===== config.mk =====
export PLATFORM = sky130hd
export DESIGN_NAME = mem_arbiter
export DESIGN_NICKNAME = d
export VERILOG_FILES = /design/src/rtl/mem_arbiter_pkg.sv /design/src/rtl/mem_arb_grant.sv /design/src/rtl/mem_arbiter.sv
export SDC_FILE = /design/constraint.sdc
export NUM_CORES = 1
export LEC_CHECK = 0
export CAP_MARGIN = 20
export CORE_ASPECT_RATIO = 1.2
export CORE_MARGIN = 2
export CORE_UTILIZATION = 37
export CTS_CLUSTER_DIAMETER = 40
export DETAILED_ROUTE_END_ITERATION = 16
export PLACE_DENSITY = 0.82
export SKIP_LAST_GASP = 1
export SLEW_MARGIN = 20
export SYNTH_ARGS = -nofsm -noshare
export SYNTH_HDL_FRONTEND = slang
export SYNTH_SLANG_ARGS = --single-unit

===== constraint.sdc =====
create_clock -name clk -period 1.9 [get_ports clk]
set_clock_uncertainty 0.05 [all_clocks]
set_input_delay 0.38 -clock clk [delete_from_list [all_inputs] [get_ports clk]]
set_output_delay 0.38 -clock clk [all_outputs]
set_load 0.005 [all_outputs]

===== src/rtl/mem_arbiter_pkg.sv =====
// Shared types and constants for the openmips memory bus arbiter.
package mem_arbiter_pkg;

  localparam int REG_BUS = 32;

  localparam logic CHIP_ENABLE   = 1'b1;
  localparam logic CHIP_DISABLE  = 1'b0;
  localparam logic WRITE_DISABLE = 1'b0;

  typedef enum logic [1:0] {
    ARB_IDLE    = 2'd0,
    ARB_IF_XFER = 2'd1,
    ARB_DM_XFER = 2'd2
  } arb_state_e;

endpackage


===== src/rtl/mem_arb_grant.sv =====
// Combinational grant selection between fetch and data requesters.
// MEM_ARB_RR_EN selects round-robin on collision; otherwise DM has fixed priority.
module mem_arb_grant (
  input  logic if_req_i,
  input  logic dm_req_i,
`ifdef MEM_ARB_RR_EN
  input  logic last_dm_i,
`endif
  output logic gnt_if_o,
  output logic gnt_dm_o
);

  always_comb begin
    gnt_if_o = 1'b0;
    gnt_dm_o = 1'b0;
    if (if_req_i && dm_req_i) begin
`ifdef MEM_ARB_RR_EN
      // Collision goes to whoever was not served last.
      gnt_if_o = last_dm_i;
      gnt_dm_o = ~last_dm_i;
`else
      gnt_dm_o = 1'b1;
`endif
    end else begin
      gnt_if_o = if_req_i;
      gnt_dm_o = dm_req_i;
    end
  end

endmodule


===== src/rtl/mem_arbiter.sv =====
// Single-port memory bus arbiter: fetch vs data requester, wait-state timeout, stall request.
// Build option: MEM_ARB_RR_EN enables round-robin arbitration with a last-grant register.
module mem_arbiter
  import mem_arbiter_pkg::*;
#(
  parameter int TIMEOUT = 15
) (
  input  logic               clk,
  input  logic               rst,
  input  logic               if_req_i,
  input  logic [REG_BUS-1:0] if_addr_i,
  output logic [REG_BUS-1:0] if_data_o,
  output logic               if_ack_o,
  input  logic               dm_req_i,
  input  logic               dm_we_i,
  input  logic [3:0]         dm_sel_i,
  input  logic [REG_BUS-1:0] dm_addr_i,
  input  logic [REG_BUS-1:0] dm_wdata_i,
  output logic [REG_BUS-1:0] dm_rdata_o,
  output logic               dm_ack_o,
  output logic               bus_ce_o,
  output logic               bus_we_o,
  output logic [3:0]         bus_sel_o,
  output logic [REG_BUS-1:0] bus_addr_o,
  output logic [REG_BUS-1:0] bus_wdata_o,
  input  logic [REG_BUS-1:0] bus_rdata_i,
  input  logic               bus_ack_i,
  output logic               err_o,
  output logic               stallreq_o,
  output logic [1:0]         dbg_state_o
);

  localparam int CNT_W = $clog2(TIMEOUT + 1);
  localparam logic [CNT_W-1:0] TMO = CNT_W'(TIMEOUT);

  arb_state_e         state_q, state_d;
  logic [CNT_W-1:0]   cnt_q, cnt_d, cnt_inc;
  logic               bus_ce_q, bus_ce_d, bus_we_q, bus_we_d;
  logic [3:0]         bus_sel_q, bus_sel_d;
  logic [REG_BUS-1:0] bus_addr_q, bus_addr_d, bus_wdata_q, bus_wdata_d;
  logic               if_ack_q, if_ack_d, dm_ack_q, dm_ack_d, err_q, err_d;
  logic [REG_BUS-1:0] if_data_q, if_data_d, dm_data_q, dm_data_d;
  logic               arb_if_req, arb_dm_req, gnt_if, gnt_dm, do_arb;
`ifdef MEM_ARB_RR_EN
  logic               last_dm_q, last_dm_d;
`endif

  // A requester is never eligible while it owns the bus or while its ack is high.
  assign arb_if_req = if_req_i & ~if_ack_q & (state_q != ARB_IF_XFER);
  assign arb_dm_req = dm_req_i & ~dm_ack_q & (state_q != ARB_DM_XFER);
  assign cnt_inc    = (cnt_q == TMO) ? cnt_q : cnt_q + CNT_W'(1);

  mem_arb_grant u_grant (
    .if_req_i  (arb_if_req),
    .dm_req_i  (arb_dm_req),
`ifdef MEM_ARB_RR_EN
    .last_dm_i (last_dm_q),
`endif
    .gnt_if_o  (gnt_if),
    .gnt_dm_o  (gnt_dm)
  );

  always_comb begin
    state_d     = state_q;
    cnt_d       = cnt_q;
    bus_ce_d    = bus_ce_q;
    bus_we_d    = bus_we_q;
    bus_sel_d   = bus_sel_q;
    bus_addr_d  = bus_addr_q;
    bus_wdata_d = bus_wdata_q;
    if_ack_d    = 1'b0;
    dm_ack_d    = 1'b0;
    err_d       = 1'b0;
    if_data_d   = if_data_q;
    dm_data_d   = dm_data_q;
    do_arb      = 1'b0;
`ifdef MEM_ARB_RR_EN
    last_dm_d   = last_dm_q;
`endif
    case (state_q)
      ARB_IDLE: do_arb = 1'b1;
      ARB_IF_XFER: begin
        if (bus_ack_i) begin
          if_ack_d  = 1'b1;
          if_data_d = bus_rdata_i;
          cnt_d     = '0;
          do_arb    = 1'b1;
        end else if (cnt_inc == TMO) begin
          if_ack_d  = 1'b1;
          if_data_d = '0;
          err_d     = 1'b1;
          cnt_d     = '0;
          state_d   = ARB_IDLE;
          bus_ce_d  = CHIP_DISABLE;
        end else begin
          cnt_d = cnt_inc;
        end
      end
      ARB_DM_XFER: begin
        if (bus_ack_i) begin
          dm_ack_d  = 1'b1;
          dm_data_d = bus_rdata_i;
          cnt_d     = '0;
          do_arb    = 1'b1;
        end else if (cnt_inc == TMO) begin
          dm_ack_d  = 1'b1;
          dm_data_d = '0;
          err_d     = 1'b1;
          cnt_d     = '0;
          state_d   = ARB_IDLE;
          bus_ce_d  = CHIP_DISABLE;
        end else begin
          cnt_d = cnt_inc;
        end
      end
      default: state_d = ARB_IDLE;
    endcase

    if (do_arb) begin
      if (gnt_dm) begin
        state_d     = ARB_DM_XFER;
        bus_ce_d    = CHIP_ENABLE;
        bus_we_d    = dm_we_i;
        bus_sel_d   = dm_sel_i;
        bus_addr_d  = dm_addr_i;
        bus_wdata_d = dm_wdata_i;
`ifdef MEM_ARB_RR_EN
        last_dm_d   = 1'b1;
`endif
      end else if (gnt_if) begin
        state_d     = ARB_IF_XFER;
        bus_ce_d    = CHIP_ENABLE;
        bus_we_d    = WRITE_DISABLE;
        bus_sel_d   = 4'hF;
        bus_addr_d  = if_addr_i;
        bus_wdata_d = '0;
`ifdef MEM_ARB_RR_EN
        last_dm_d   = 1'b0;
`endif
      end else begin
        state_d  = ARB_IDLE;
        bus_ce_d = CHIP_DISABLE;
      end
    end
  end

  always_ff @(posedge clk or negedge rst) begin
    if (!rst) begin
      state_q     <= ARB_IDLE;
      cnt_q       <= '0;
      bus_ce_q    <= 1'b0;
      bus_we_q    <= 1'b0;
      bus_sel_q   <= '0;
      bus_addr_q  <= '0;
      bus_wdata_q <= '0;
      if_ack_q    <= 1'b0;
      dm_ack_q    <= 1'b0;
      err_q       <= 1'b0;
      if_data_q   <= '0;
      dm_data_q   <= '0;
`ifdef MEM_ARB_RR_EN
      last_dm_q   <= 1'b0;
`endif
    end else begin
      state_q     <= state_d;
      cnt_q       <= cnt_d;
      bus_ce_q    <= bus_ce_d;
      bus_we_q    <= bus_we_d;
      bus_sel_q   <= bus_sel_d;
      bus_addr_q  <= bus_addr_d;
      bus_wdata_q <= bus_wdata_d;
      if_ack_q    <= if_ack_d;
      dm_ack_q    <= dm_ack_d;
      err_q       <= err_d;
      if_data_q   <= if_data_d;
      dm_data_q   <= dm_data_d;
`ifdef MEM_ARB_RR_EN
      last_dm_q   <= last_dm_d;
`endif
    end
  end

  assign if_data_o   = if_data_q;
  assign if_ack_o    = if_ack_q;
  assign dm_rdata_o  = dm_data_q;
  assign dm_ack_o    = dm_ack_q;
  assign bus_ce_o    = bus_ce_q;
  assign bus_we_o    = bus_we_q;
  assign bus_sel_o   = bus_sel_q;
  assign bus_addr_o  = bus_addr_q;
  assign bus_wdata_o = bus_wdata_q;
  assign err_o       = err_q;
  assign dbg_state_o = state_q;
  assign stallreq_o  = (if_req_i & ~if_ack_q) | (dm_req_i & ~dm_ack_q);

endmodule

==> summary.txt <==
sequential cell area fraction in the yosys report - 0.6232
Area growth syn-to-layout - 79.26%
Fmax - 475.2 MHz
IO buf count - 277
P_leak - 4.404 nW
CTS tree - done
reg2reg end - bus_addr_o[22]
Clk Latency, worst-skew pair - 410 ps
TNS Setup - -8451 ps
wire per inst - 20.92 um
nets@finish - 901
largest net degree at the start of global routing - 44
failing checks - setup timing
Tightest Pin Transition - 400.4 ps
maximum vdd drop - 1.089 mV
global-route wire length before repair - 30,190 um
grt ovf - 0
GRT Total Usage - 0.2328
Tmin final - 2104 ps
Die Width - 117.7 um
Final GP Congestion - 0.7850
Core ar. - 0.01508 sq mm
n_diodes - 0
PD cells - 1783 mW/mm^2
Mapped Area - 0.005742 sq mm
Starting Density - 0.3807
CP Cell Sequence - inv_1 > buf_4 > ha_1 > a21oi_4 > a211oi_4 > buf_6 > buf_12 > bufbuf_16 > nor2_1 > a21oi_2
status - complete, but fails checks
Syn Nets - 583
Mean Syn Cell Area - 13.05 sq um
reg-to-reg slack, setup - -200 ps
initial antenna violation count - 0
crit-path max FO - 4
Final WS setup - -204.4 ps
Reg clk slew, reported paths - 60 ps
crit path kind - reg -> reg
number of synthesized register bits - 143
# H-tree levels - 4
Die Height - 140.5 um
HPWL Detailed - 13,240 um
Crit path largest cell delay - 360 ps
CTS Root Cell - clkbuf_16
Antenna Nets Post-Route - 0
Slowest-stage cell, CP - dfrtp_1
share of cells above drive strength 1 - 0.2062
total CTS buffers - 17
clock sinks - 143
Finished Cell Area - 0.01029 sq mm
post-placement cell area - 0.008977 sq mm
clock buffer depth - 2
initial DRC count - 223
final hold viol count - 0
CP endpoint kind - flop
Post-synth EDFFs - 0
Placed Cells incl. Taps - 916
synth unique cells - 37
Slew headroom - 0.7331
Via density - 5.343
FF-to-FF path depth - 10
main flop type after synthesis - dfrtp_1
RSZ-0062 raised after global routing - true
Tightest Hold Check Type - in -> async
startpoint types - flop
std cell rows - 49
Max Slew Vio Count - 0
vias in the first global route - 5,555
DR vias - 5,209
Die ar. - 0.01654 sq mm
WL final - 20,400 um
Synthesis Warnings - 0
period utilisation layout - 1.108
Post-Layout Cell Count - 975
max cap viols - 0
Crit path required time - 2140 ps
Async SR Flop Fraction - 1.000
io pins - 278
# DRC - 0
final setup vio count - 71
WP data arrival - 2340 ps
reg2reg start - dbg_state_o[0]
cell count after synthesis - 440
drt pass-1 iters - 4
Pwr Total - 0.01835 W
==> power by group <==
group / internal, W / leakage (nW) / switching (W)
sequential: 0.00444 / 1.75 / 0.000953
clock: 0.00194 / 0.282 / 0.00133
combinational: 0.00572 / 2.37 / 0.00397
==> final cells by class <==
type,count,area (sq um)
Timing Repair Buffer,337,3592
Tap cell,204,255.2
Clock inverter,12,125.1
Clock buffer,20,466.7
Multi-Input combinational cell,251,2245
Sequential cell,143,3578
Inverter,8,30.03
Fill cell,1073,4790
==> logic make-up after synthesis <==
group           after synthesis  share of synthesized area
compound gates              156                     0.2247
simple gates                 57                    0.04707
xor+xnor                      1                   0.001526
mux                          32                    0.05579
flops                       143                     0.6232
buf+inv                      46                    0.03682
fa+ha+maj                     5                    0.01090
==> synth_stat cells, types with 2 or more instances <==
cell        n  area share
nor2_1     33       0.022
mux2i_1    32       0.056
a22o_1     65       0.099
buf_4       2      0.0026
a31oi_1     3      0.0033
a21oi_1    26       0.023
o22ai_1     2      0.0022
inv_1       8      0.0052
nand4b_1    2      0.0031
buf_1       4      0.0026
o22a_1      4      0.0061
clkbuf_1   12      0.0078
ha_1        5       0.011
a21oi_2    10       0.015
dfrtp_1   143        0.62
nor3b_1     2      0.0026
and2_1      3      0.0033
nand3_1     2      0.0017
o21ai_2     2      0.0031
o21ai_0     6      0.0052
buf_2      19       0.017
or3_1       2      0.0022
nand2_1     8      0.0052
a32o_1     32       0.056
==> critical path: cells and delay by family, from the launching register on <==
kind | cells | cell delay (ps)
DFF | 1 | 360
AOI/OAI and AO/OA | 3 | 350
adders and majority gates | 1 | 340
buffers and inverters | 5 | 710
and+or+nand+nor | 1 | 170
==> cell usage in the layout (no fill, tap or decap), types with 3 or more instances in the layout <==
master	Yosys	final
a21oi_1	26	6
a21oi_2	10	28
a22o_1	65	65
a31oi_1	3	3
a32o_1	32	32
and2_1	3	3
buf_12	0	13
buf_16	0	3
buf_4	2	30
buf_6	1	8
clkbuf_16	0	21
clkbuf_8	0	3
clkdlybuf4s50_1	0	273
clkinv_4	0	4
clkinvlp_4	0	3
dfrtp_1	143	143
dlygate4sd2_1	0	3
inv_1	8	7
inv_6	0	3
mux2i_1	32	32
nand2_1	8	4
nor2_1	33	14
nor2_2	0	6
nor2_4	0	13
o21ai_0	6	5
o22a_1	4	4
==> worst max path at each step <==
stage / startpoint / end / cells after the start
after floorplan: dbg_state_o[1] / bus_addr_o[22] / 8
after global placement: dm_req_i / bus_addr_o[2] / 6
after detailed placement: dm_req_i / bus_addr_o[13] / 6
after CTS: dbg_state_o[0] / bus_addr_o[4] / 9
after global routing: dbg_state_o[0] / bus_addr_o[22] / 10
final: dbg_state_o[0] / bus_addr_o[22] / 10
==> flip-flops by register name (all words and copies together), names as in the netlist, 2 cells and up <==
signal / count
bus_sel_o: 4
bus_addr_o: 32
if_data_o: 32
dm_rdata_o: 32
cnt_q: 4
bus_wdata_o: 32
dbg_state_o: 2
==> metal layers <==
metal / GRT usage / share of wire
met1: 0.2550 / 0.37
met2: 0.4119 / 0.53
met3: 0.08673 / 0.073
met4: 0.08561 / 0.024
met5: 0 / 0
==> repair_timing <==
item | in CTS | in global routing
endpoints found under the setup margin | 74 | 134
cloned | 7 | 6
setup buffers | 11 | 6
pin swaps | 0 | 7
hold buffers | 1 | 0
gates resized for setup | 34 | 49
hold endpoints to repair | 32 | 0
==> metrics by stage <==
step,utilization,hold slack [ps],worst slack (ps)
6_report,0.6824,425.0,-204.4
5_1_grt,0.6824,416.1,-267.1
4_1_cts,0.6646,385.2,-158.2
3_5_place_dp,0.5952,260.6,-458.2
3_3_place_gp,0.5952,256.8,-399.2
2_1_floorplan,-,34.41,-101.8
Note: power is estimated with default switching activity, not from simulation.
